**config.mk**
```make
export PLATFORM = sky130hd
export DESIGN_NAME = oflow_pe_set_scheduler
export DESIGN_NICKNAME = d
export VERILOG_FILES = /design/src/rtl/oflow_pe_sched_pkg.sv /design/src/rtl/oflow_pe_mask_gen.sv /design/src/rtl/oflow_pe_set_scheduler.sv
export SDC_FILE = /design/constraint.sdc
export NUM_CORES = 1
export LEC_CHECK = 0
export CAP_MARGIN = 20
export CELL_PAD_IN_SITES_DETAIL_PLACEMENT = 1
export CELL_PAD_IN_SITES_GLOBAL_PLACEMENT = 2
export CORE_MARGIN = 1
export CORE_UTILIZATION = 30
export CTS_BUF_LIST = sky130_fd_sc_hd__clkbuf_16
export DETAILED_ROUTE_END_ITERATION = 8
export GPL_ROUTABILITY_DRIVEN = 0
export GPL_TIMING_DRIVEN = 0
export PLACE_DENSITY = 0.91
export SLEW_MARGIN = 10
export SYNTH_ARGS = -nofsm -noshare
export SYNTH_HDL_FRONTEND = slang
export SYNTH_HIERARCHICAL = 1
export SYNTH_SLANG_ARGS = --single-unit
```
**constraint.sdc**
```tcl
create_clock -name clk -period 3.69 [get_ports clk]
set_input_delay 0.738 -clock clk [delete_from_list [all_inputs] [get_ports clk]]
set_output_delay 0.738 -clock clk [all_outputs]
set_load 0.02 [all_outputs]
```
**src/rtl/oflow_pe_sched_pkg.sv**
```systemverilog
`default_nettype none
// ---------------------------------------------------------------------------
// oflow_pe_sched_pkg: shared state type and default sizes for the PE set scheduler
// Rev 1.0
// ---------------------------------------------------------------------------
package oflow_pe_sched_pkg;

  localparam int unsigned c_pe_num     = 24;
  localparam int unsigned c_bbox_cnt_w = 10;
  localparam int unsigned c_set_cnt_w  = 6;

  typedef enum logic [2:0] {
    PS_IDLE    = 3'd0,
    PS_REQ_SET = 3'd1,
    PS_RUN     = 3'd2,
    PS_NEXT    = 3'd3,
    PS_DONE    = 3'd4
  } pe_sched_st_t;

endpackage
`default_nettype wire

```
**src/rtl/oflow_pe_mask_gen.sv**
```systemverilog
`default_nettype none
// ---------------------------------------------------------------------------
// oflow_pe_mask_gen: remaining bbox count -> active-PE enable mask (combinational)
// Rev 1.0
// ---------------------------------------------------------------------------
module oflow_pe_mask_gen
  import oflow_pe_sched_pkg::*;
#(
  parameter int unsigned PE_NUM     = c_pe_num,
  parameter int unsigned BBOX_CNT_W = c_bbox_cnt_w
) (
  input  logic [BBOX_CNT_W-1:0] remain_i,
  output logic [PE_NUM-1:0]     mask_o
);

  // PE i is enabled while more than i bboxes remain; saturates at all ones.
  for (genvar i = 0; i < PE_NUM; i++) begin : g_bit
    assign mask_o[i] = (32'(remain_i) > 32'(i));
  end

endmodule
`default_nettype wire

```
**src/rtl/oflow_pe_set_scheduler.sv**
```systemverilog
`default_nettype none
// ---------------------------------------------------------------------------
// oflow_pe_set_scheduler: walks a frame's bboxes through the PE array one set at a time.
// Optional watchdog: define OFLOW_PE_WATCHDOG_EN.  Rev 1.0
// ---------------------------------------------------------------------------
module oflow_pe_set_scheduler
  import oflow_pe_sched_pkg::*;
#(
  parameter int unsigned PE_NUM     = c_pe_num,
  parameter int unsigned BBOX_CNT_W = c_bbox_cnt_w,
  parameter int unsigned SET_CNT_W  = c_set_cnt_w,
  parameter int unsigned WD_CYCLES  = 1024
) (
  input  logic                  clk,
  input  logic                  reset_N,
  input  logic                  start_pe,
  input  logic [BBOX_CNT_W-1:0] num_of_bbox_in_frame,
  input  logic                  new_set_from_dma,
  output logic                  ready_new_set,
  output logic [PE_NUM-1:0]     pe_en,
  output logic                  pe_start,
  input  logic [PE_NUM-1:0]     pe_done,
  output logic [SET_CNT_W-1:0]  set_idx,
  output logic [SET_CNT_W-1:0]  num_of_sets,
  output logic [BBOX_CNT_W-1:0] counter_of_remain_bboxes,
  output logic                  done_pe,
  output logic                  busy,
  output logic                  pe_timeout
);

  localparam logic [2:0] c_st_idle    = PS_IDLE;
  localparam logic [2:0] c_st_req_set = PS_REQ_SET;
  localparam logic [2:0] c_st_run     = PS_RUN;
  localparam logic [2:0] c_st_next    = PS_NEXT;
  localparam logic [2:0] c_st_done    = PS_DONE;

  if (WD_CYCLES == 0) begin : g_wd_cfg_check
    $error("WD_CYCLES must be non-zero");
  end

  logic [2:0]            state_q, state_d;
  logic [BBOX_CNT_W-1:0] remain_q, remain_d;
  logic [SET_CNT_W-1:0]  set_idx_q, set_idx_d;
  logic [SET_CNT_W-1:0]  n_sets_q, n_sets_d;
  logic [PE_NUM-1:0]     pe_en_q, pe_en_d;
  logic [PE_NUM-1:0]     acc_q, acc_d;
  logic                  pe_start_q, pe_start_d;
  logic [PE_NUM-1:0]     set_mask;
  logic [SET_CNT_W-1:0]  sets_of_frame;
  logic                  wd_expired;

  assign sets_of_frame = SET_CNT_W'((32'(num_of_bbox_in_frame) + PE_NUM - 1) / PE_NUM);

  oflow_pe_mask_gen #(
    .PE_NUM     (PE_NUM),
    .BBOX_CNT_W (BBOX_CNT_W)
  ) u_mask_gen (
    .remain_i (remain_d),
    .mask_o   (set_mask)
  );

  always_comb begin
    state_d    = state_q;
    remain_d   = remain_q;
    set_idx_d  = set_idx_q;
    n_sets_d   = n_sets_q;
    acc_d      = '0;
    pe_start_d = 1'b0;
    case (state_q)
      c_st_idle: begin
        if (start_pe) begin
          n_sets_d  = sets_of_frame;
          remain_d  = num_of_bbox_in_frame;
          set_idx_d = '0;
          state_d   = (num_of_bbox_in_frame != '0) ? c_st_req_set : c_st_done;
        end
      end
      c_st_req_set: begin
        if (new_set_from_dma) begin
          state_d    = c_st_run;
          pe_start_d = 1'b1;
        end
      end
      c_st_run: begin
        // Done bits of disabled PEs never reach the accumulator.
        acc_d = acc_q | (pe_done & pe_en_q);
        if (acc_d == pe_en_q) begin
          state_d = c_st_next;
        end else if (wd_expired) begin
          state_d = c_st_idle;
        end
      end
      c_st_next: begin
        remain_d = (32'(remain_q) >= PE_NUM) ? remain_q - BBOX_CNT_W'(PE_NUM) : '0;
        if (set_idx_q == n_sets_q - SET_CNT_W'(1)) begin
          state_d = c_st_done;
        end else begin
          set_idx_d = set_idx_q + SET_CNT_W'(1);
          state_d   = c_st_req_set;
        end
      end
      c_st_done: state_d = c_st_idle;
      default:   state_d = c_st_idle;
    endcase
  end

  // Mask is loaded on REQ_SET entry and held through RUN and NEXT.
  always_comb begin
    pe_en_d = pe_en_q;
    if (state_d == c_st_req_set) begin
      pe_en_d = set_mask;
    end else if (state_d == c_st_idle || state_d == c_st_done) begin
      pe_en_d = '0;
    end
  end

`ifdef OFLOW_PE_WATCHDOG_EN
  localparam int unsigned c_wd_w = $clog2(WD_CYCLES + 1);

  logic [c_wd_w-1:0] wd_cnt_q, wd_cnt_d;
  logic              timeout_q, timeout_d;

  assign wd_expired = (state_q == c_st_run) && (32'(wd_cnt_q) == WD_CYCLES - 1);

  always_comb begin
    wd_cnt_d  = (state_q == c_st_run && state_d == c_st_run) ? wd_cnt_q + c_wd_w'(1) : '0;
    timeout_d = timeout_q;
    if (state_q == c_st_idle && start_pe) begin
      timeout_d = 1'b0;
    end else if (wd_expired && state_d == c_st_idle) begin
      timeout_d = 1'b1;
    end
  end

  always_ff @(posedge clk or negedge reset_N) begin
    if (!reset_N) begin
      wd_cnt_q  <= '0;
      timeout_q <= 1'b0;
    end else begin
      wd_cnt_q  <= wd_cnt_d;
      timeout_q <= timeout_d;
    end
  end

  assign pe_timeout = timeout_q;
`else
  assign wd_expired = 1'b0;
  assign pe_timeout = 1'b0;
`endif

  always_ff @(posedge clk or negedge reset_N) begin
    if (!reset_N) begin
      state_q    <= c_st_idle;
      remain_q   <= '0;
      set_idx_q  <= '0;
      n_sets_q   <= '0;
      pe_en_q    <= '0;
      acc_q      <= '0;
      pe_start_q <= 1'b0;
    end else begin
      state_q    <= state_d;
      remain_q   <= remain_d;
      set_idx_q  <= set_idx_d;
      n_sets_q   <= n_sets_d;
      pe_en_q    <= pe_en_d;
      acc_q      <= acc_d;
      pe_start_q <= pe_start_d;
    end
  end

  assign ready_new_set            = (state_q == c_st_req_set);
  assign done_pe                  = (state_q == c_st_done);
  assign busy                     = (state_q != c_st_idle);
  assign pe_start                 = pe_start_q;
  assign pe_en                    = pe_en_q;
  assign set_idx                  = set_idx_q;
  assign num_of_sets              = n_sets_q;
  assign counter_of_remain_bboxes = remain_q;

endmodule
`default_nettype wire

```
### Word level (Yosys, flattened, before mapping)

Cells that the tools add are included.

* output and inout bits: 51
* logic and storage cells: 76
* register bits after elaboration: 74
* input bits: 38

* eq/ne operators: 10
* bitwise operators: 2
* muxes and demuxes: 17
* reduce and logical (&&, ||, !) cells: 9
* magnitude comparators: 25
* divide/modulo/power cells: 1
* $add $sub $neg: 5

Operators by type and width (count)
* $gt A10 B4 Y1 const B: 8
* $gt A10 B5 Y1 const B: 8
* $mux W24: 3
* $gt A10 B3 Y1 const B: 4
* $div A32 B5 Y32 const B: 1
* $and A24 B24 Y24: 1
* $eq A24 B24 Y1: 1
* $or A24 B24 Y24: 1
* $gt A10 B1 Y1 const B: 2
* $gt A10 B2 Y1 const B: 2
* $mux W10: 2
* $pmux W10 S2: 1
* $mux W3: 5
* $mux W6: 2
* $pmux W3 S4: 1
* $pmux W6 S2: 1
* $sub A11 B1 Y12 const B: 1
* $add A10 B5 Y11 const B: 1
* $ge A10 B5 Y1 const B: 1
* $reduce_bool A10 Y1: 1
* $sub A10 B5 Y10 const B: 1
* $add A6 B1 Y6 const B: 1
* $eq A3 B1 Y1 const B: 2
* $eq A3 B2 Y1 const B: 2
* other kinds (11): 16

### Logic depth before layout (Yosys ltp)

Gate-level depths: netlist of run 1.

* depth in word-level cells: 9
* mapped depth: 16
* gate-level depth less buffers: 15

### Cells and area by module

The synthesis of run 1 kept the hierarchy.

By module, submodules not included
* oflow_pe_set_scheduler: cells each 513, area an instance 4384.2 sq um, instances 1, seq. area each 1851.8 sq um
* oflow_pe_mask_gen: cells each 50, area an instance 270.3 sq um, instances 1, seq. area each 0.0 sq um

### Worst setup path before layout of run 1

Ideal clock, no wire load.

* kind: in2reg
* start: in num_of_bbox_in_frame[0]
* end: reg n_sets_q[0], in the netlist num_of_sets[0]
* path buffers: 1
* cell stages on the path: 16
* setup time: 0.131 ns
* data arrival time: 3.530 ns
* data required time: 3.559 ns
* setup slack: 0.029 ns
* cell sequence: inv_1 -> ha_1 -> nand2b_1 -> a21o_1 -> and2_1 -> and3_1 -> ha_1 -> nand2b_1 -> nor3_1 -> o2111a_1 -> or4_4 -> buf_6 -> nor4_4 -> a21oi_1 -> o221ai_1 -> o22ai_1

* longest elaborated chain between the ends: 3

Ends and longest elaborated chain
* start, declared: line oflow_pe_set_scheduler.sv:17 `input logic [BBOX_CNT_W-1:0] num_of_bbox_in_frame,`
* $add A10 B5 Y11: line oflow_pe_set_scheduler.sv:52 `assign sets_of_frame = SET_CNT_W'((32'(num_of_bbox_in_frame) + PE_NUM - 1) / PE_NUM);`
* $sub A11 B1 Y12: line oflow_pe_set_scheduler.sv:52
* $div A32 B5 Y32: line oflow_pe_set_scheduler.sv:52
* end signal, assigned: line oflow_pe_set_scheduler.sv:164 `n_sets_q <= n_sets_d;`
* end, declared: line oflow_pe_set_scheduler.sv:44 `logic [SET_CNT_W-1:0] n_sets_q, n_sets_d;`

Every way passes these cells.
A chain may end at the register's enable or synchronous reset.

### Final worst setup path of run 1

* start: in num_of_bbox_in_frame[1]
* end: reg n_sets_q[0], in the netlist num_of_sets[0]

The elaborated chain is that of the path after synthesis.

==> flow_metrics.tcl, run 1 <==
set metrics [dict create \
    leakage_nw 2.47 \
    clock_skew_ns 0.00675 \
    path_class "in -> reg" \
    critPathRequiredTime_ns 3.90 \
    outcome "finished clean" \
    coreArea_um2 15100 \
    worstMarginPinSlew_ns 0.882 \
    path_clk_slew_ns 0.06 \
    final_cell_mix "nand2_1, clkdlybuf4s50_1, dfrtp_1" \
    htree_levels 3 \
    cts_hold_buf 0 \
    post-route-cell-area_um2 6050 \
    setup.worst_path.start "num_of_bbox_in_frame[1]" \
    fin_cells 852 \
    track_usage_pct 19.8 \
    r2r_start "counter_of_remain_bboxes[3]" \
    slowest_stage "or4_4" \
    hold_class "in -> async" \
    syn_avg_cell_area_um2 8.27 \
    rows 45 \
    path_delay_family "compound AO/OA/AOI/OAI gates" \
    relSlewSlack_pct 41.0 \
    async_flop_share_pct 100 \
    n_antenna_cell 0 \
    start_util_pct 30.7 \
    drive_gt1_share_pct 9.94 \
    dpl-instance-area_um2 5720 \
    firstDrtPassIters 6 \
    whs_ns 0.372 \
    die_h_um 127 \
    die_area_um2 16000 \
    peakVddDrop_uv 297 \
    worstSetupStartpointType "input port" \
    grt_max_degree 39 \
    wl_met2_um 7500 \
    crit_arrival_ns 3.82 \
    finalNetCount 702 \
    max_freq_mhz 277 \
    dpl.hpwl_um 11900 \
    wl_per_cell_um 18.1 \
    cts_root_buf "clkbuf_16" \
    yosysWarnings 6 \
    power_density_nw_per_um2 824 \
    rsz0062_at_grt "yes" \
    drt-total-wl_um 15400 \
    grt_pass1_vias 4752 \
    grt_pass1_wl_um 25100 \
    layout_commonest_cell "nand2_1" \
    maxCapViolations 0 \
    via_per_inst 5.36 \
    drt_iter0_drc 243 \
    period_share_pct 97.9 \
    die_x_um 127 \
    setup_violations 0 \
    wl_met3_um 501 \
    synth_seq_cells 74 \
    drc 0 \
    cts_tree "done" \
    clock_sinks 74 \
    crit_path_max_fanout 9 \
    timing.setup.tns_ns 0 \
    cpPeakStageDelay_ns 0.49 \
    post-route-min-period_ns 3.61 \
    num_vias 4564 \
    highest_layer "met4" \
    crit_chain "dlygate4sd2_1 -> o31a_1 -> buf_6 -> o211ai_1 -> xnor2_2 -> inv_1 -> ha_1 -> nand2b_4 -> nor3_1 -> o2111a_1 -> or4_4 -> a31oi_1 -> o31ai_1 -> a211oi_1 -> o22ai_1" \
    antenna_found_initial 0 \
    crit_buf_inv 3 \
    area_growth_pct 29.9 \
    ys_seq_area_share_pct 39.8 \
    wl_met1_um 7040 \
    ys_types 63 \
    endpoint_kind "flop" \
    placed_cells 833 \
    hold_violations 0 \
    cts_buffer_depth 2 \
    grt.overflow.total 0 \
    netlist_area_um2 4650 \
    synth_edf_count 0 \
    ios 89 \
    syn_nets 606 \
    netlist_instances 563 \
    synth_ff_type "dfrtp_1" \
    io_buffers 81 \
    clk_latency_ns 0.34 \
    ant_nets 0 \
    finalMaxSlewViolations 0 \
    cts_buffers 9 \
]
==> power breakdown <==
part           switching (mW)  internal (mW)  total (mW)
Clock                   0.353          0.454       0.807
Sequential              0.374           1.09        1.47
Combinational            1.60           1.10        2.71
==> logic make-up after synthesis <==
kind of cell / count (synthesis) / share of synthesized area, %
adders and majority gates: 6 / 1.56
DFF: 74 / 39.8
buffers and inverters: 70 / 7.18
muxes: 3 / 0.726
xor gates and xnor gates: 19 / 3.58
AOI/OAI and AO/OA: 166 / 23.5
and+or+nand+nor: 224 / 23.6
other: 1 / 0.0806
==> flip-flops by register name (all words and copies together) (netlist names) <==
name,count
pe_start,1
pe_en,24
counter_of_remain_bboxes,10
num_of_sets,6
set_idx,6
acc_q,24
state_q,3
==> layout make-up <==
cell class | count | area, µm²
clock inverter | 7 | 45.0
timing repair buffer | 87 | 862
fill | 1810 | 9100
tap | 188 | 235
inverter | 39 | 146
buffer | 29 | 178
sequential | 74 | 1850
multi-input combinational | 419 | 2500
clock buffer | 9 | 225
==> repair_timing <==
| item | 4_1_cts | 5_1_grt |
|---|---|---|
| setup buffers | 4 | 1 |
| endpoints found under the setup margin | 4 | 11 |
| gates resized for setup | 12 | 3 |
| gates cloned | 0 | 0 |
| pin swaps | 6 | 6 |
==> synthesized netlist by cell type, types with 3 or more instances <==
library cell  number  area share, %
o22ai_1            6           0.81
o21ai_0           37            4.0
nor2_1            50            4.0
a21oi_1           41            4.4
xnor2_1           11            2.1
a31oi_1            7           0.94
nand2b_1          14            1.9
nor3_1            19            2.0
inv_1             39            3.1
o221ai_1           3           0.56
xor2_1             8            1.5
nand4_1            6           0.81
a221oi_1           3           0.56
o211ai_1           6           0.97
nand3_1            7           0.75
nor2b_1            6           0.81
mux2_2             3           0.73
a211oi_1           5           0.81
buf_2              9           0.97
a22oi_1            7            1.1
buf_6              7            1.7
dfrtp_1           74             40
nand3b_1           5           0.81
nand2_1           85            6.9
and3_1             4           0.54
and2_1             4           0.54
nor3b_1           10            1.6
o21ai_1           16            1.7
o21ai_2            5           0.94
o32ai_1            7            1.3
clkbuf_1          13            1.0
ha_1               5            1.3
==> routing by layer <==
metal | track usage [%] | up-vias
met3 | 2.11 | 27
met1 | 25.8 | 2264
met5 | 0 | -
li1 | - | 2176
met4 | 8.08 | 0
met2 | 33.6 | 97
==> path summary, 6_finish.rpt <==
check                                              end  depth (start not counted)  slack, ns
max                                     num_of_sets[0]                         15       0.08
min                                           acc_q[7]                          1       0.37
max reg2reg                                  pe_en[20]                         12       0.31
min reg2reg                                  acc_q[23]                          2       0.52
max in group asynchronous  counter_of_remain_bboxes[7]                          2       2.72
min in group clk                             acc_q[23]                          2       0.52
==> through the flow <==
stage	power, mW	util (%)	setup slack [ns]
floorplan	3.07	-	0.0295
global placement	4.06	37.6	-0.782
detailed placement	4.17	37.8	-0.848
CTS	5.01	40.0	0.0640
global route	5.34	39.9	-0.0673
finish	4.98	39.9	0.0761
Note: power is estimated with default switching activity, not from simulation.
==> run 2, diff against run 1 <==
Settings changed: CORE_ASPECT_RATIO from default to 0.75, CORE_MARGIN 1 to default.
==> run 2 against run 1 <==
  * Via count increased by 1.4%
  * Clock skew is 0.0014 ns lower
  * Sequential cell count stayed put
  * Sequential share of layout area decreased by 0.40 points
  * Sequential power about the same
  * Die area is essentially flat
  * Critical path depth unchanged
  * Largest cell class unchanged
  * Highest routed layer unchanged
==> flow_metrics.tcl, run 2 (synthesized netlist as in run 1, its figures left out) <==
set metrics [dict create \
    track_usage_pct 20.0 \
    worstMarginPinSlew_ns 0.900 \
    drive_gt1_share_pct 11.7 \
    die_h_um 110 \
    drt_iter0_drc 258 \
    register_area_um2 1850 \
    power_density_nw_per_um2 819 \
    io_buffers 81 \
    crit_path_max_fanout 5 \
    antenna_found_initial 0 \
    start_util_pct 30.7 \
    maxCapViolations 0 \
    die_x_um 146 \
    dpl.hpwl_um 12000 \
    grt.overflow.total 0 \
    post-route-min-period_ns 3.54 \
    n_antenna_cell 0 \
    firstDrtPassIters 4 \
    multi_input_area_um2 2540 \
    cts_buffers 9 \
    fin_cells 874 \
    clk_latency_ns 0.34 \
    max_freq_mhz 283 \
    area_growth_pct 31.6 \
    cts_root_buf "clkbuf_16" \
    hold_class "in -> async" \
    worstSetupStartpointType "input port" \
    reg2reg_slack_ns 0.26 \
    die_area_um2 16000 \
    timing.rr.end "pe_en[20]" \
    critPathRequiredTime_ns 3.90 \
    htree_levels 3 \
    relSlewSlack_pct 39.8 \
    endpoint_kind "flop" \
    grt_max_degree 49 \
    worst_slack_ns 0.151 \
    setup_violations 0 \
    path_clk_slew_ns 0.06 \
    drc 0 \
    period_share_pct 95.9 \
    placed_cells 850 \
    cts_tree "done" \
    r2r_cells 11 \
    final_cell_mix "nand2_1, clkdlybuf4s50_1, dfrtp_1" \
    num_vias 4628 \
    grt_pass1_vias 4661 \
    r2r_start "state_q[2]" \
    finalMaxSlewViolations 0 \
    path_class "in -> reg" \
    drt-total-wl_um 15900 \
    place_ws_ns -0.831 \
    peakVddDrop_uv 267 \
    hold_violations 0 \
    layout_commonest_cell "nand2_1" \
    coreArea_um2 15200 \
    cts_buffer_depth 2 \
    ant_nets 0 \
    via_per_inst 5.30 \
    crit_arrival_ns 3.75 \
    clock_sinks 74 \
    rsz0062_at_grt "no" \
    finalNetCount 707 \
    rows 39 \
    ios 89 \
    wl_per_cell_um 18.2 \
    clock_skew_ns 0.00536 \
    outcome "finished clean" \
    leakage_nw 2.50 \
    grt_pass1_wl_um 25000 \
    fillers 1788 \
]
## run 2: changes by cell type in the layout (fill, tap and decap cells not counted), moves of 2 or more
cell           delta
ha_4              +2
dlygate4sd2_1     -3
buf_2             +2
clkbuf_2          +2
inv_2             +3
## run 2: worst max-delay path, cell delays in order
cell	delay (ns)
buf_2	0.13
o31a_1	0.31
buf_6	0.13
o211ai_1	0.23
xnor2_2	0.16
inv_2	0.08
ha_4	0.26
nand2b_4	0.13
nor3_1	0.05
o2111a_2	0.27
or4_4	0.59
a31oi_1	0.21
o31ai_1	0.10
a211oi_1	0.25
o22ai_1	0.11
## run 2: power by group
| part | total [mW] | internal, mW | switching (mW) | leakage [nW] |
|---|---|---|---|---|
| Clock | 0.792 | 0.447 | 0.345 | 0.138 |
| Sequential | 1.45 | 1.09 | 0.361 | 0.961 |
| Combinational | 2.77 | 1.11 | 1.66 | 1.40 |
| Total | 5.02 | 2.65 | 2.36 | 2.50 |
## run 2: metrics by stage
| step | hold WS (ns) | utilization [%] | TNS, ns | instance area, µm² | power (mW) |
|---|---|---|---|---|---|
| floorplan | 0.442 | - | 0 | 4650 | 3.07 |
| global placement | 0.474 | 37.7 | -61.88 | 5720 | 4.09 |
| detailed placement | 0.493 | 37.9 | -2.54 | 5750 | 4.18 |
| CTS | 0.327 | 40.2 | 0 | 6100 | 5.02 |
| global route | 0.338 | 40.4 | 0 | 6130 | 5.38 |
| finish | 0.313 | 40.4 | 0 | 6130 | 5.02 |
## run 2: area by class of cell
cell class                      instances  area share [%]
Sequential cell                        74            30.2
Timing Repair Buffer                   90            14.4
Clock buffer                            9            3.68
Inverter                               39            2.39
Tap cell                              205            4.19
Buffer                                 30            2.98
Clock inverter                          7           0.633
Multi-Input combinational cell        420            41.5
## run 2: worst max path at each step
stage | end | cells past startpoint | startpoint
CTS | num_of_sets[0] | 16 | num_of_bbox_in_frame[2]
finish | num_of_sets[0] | 15 | num_of_bbox_in_frame[2]
floorplan | num_of_sets[0] | 16 | num_of_bbox_in_frame[0]
detailed placement | num_of_sets[0] | 17 | num_of_bbox_in_frame[1]
global route | pe_en[11] | 12 | start_pe
global placement | counter_of_remain_bboxes[0] | 1 | reset_N
## run 2: repair_timing
action / CTS / global route
hold buffers: 0 / 0
gates cloned: 0 / 1
endpoints found under the setup margin: 4 / 6
resized for setup: 16 / 13
setup buffers: 6 / 2
hold endpoints to repair: 0 / 0
pin swaps: 9 / 9
## run 2: metal layers
layer | wire length [µm] | track usage, % | up-vias
met4 | 125 | 4.59 | 0
met3 | 841 | 3.44 | 15
met1 | 7880 | 28.7 | 2315
li1 | - | - | 2185
met5 | 0 | 0 | -
met2 | 7030 | 31.4 | 113
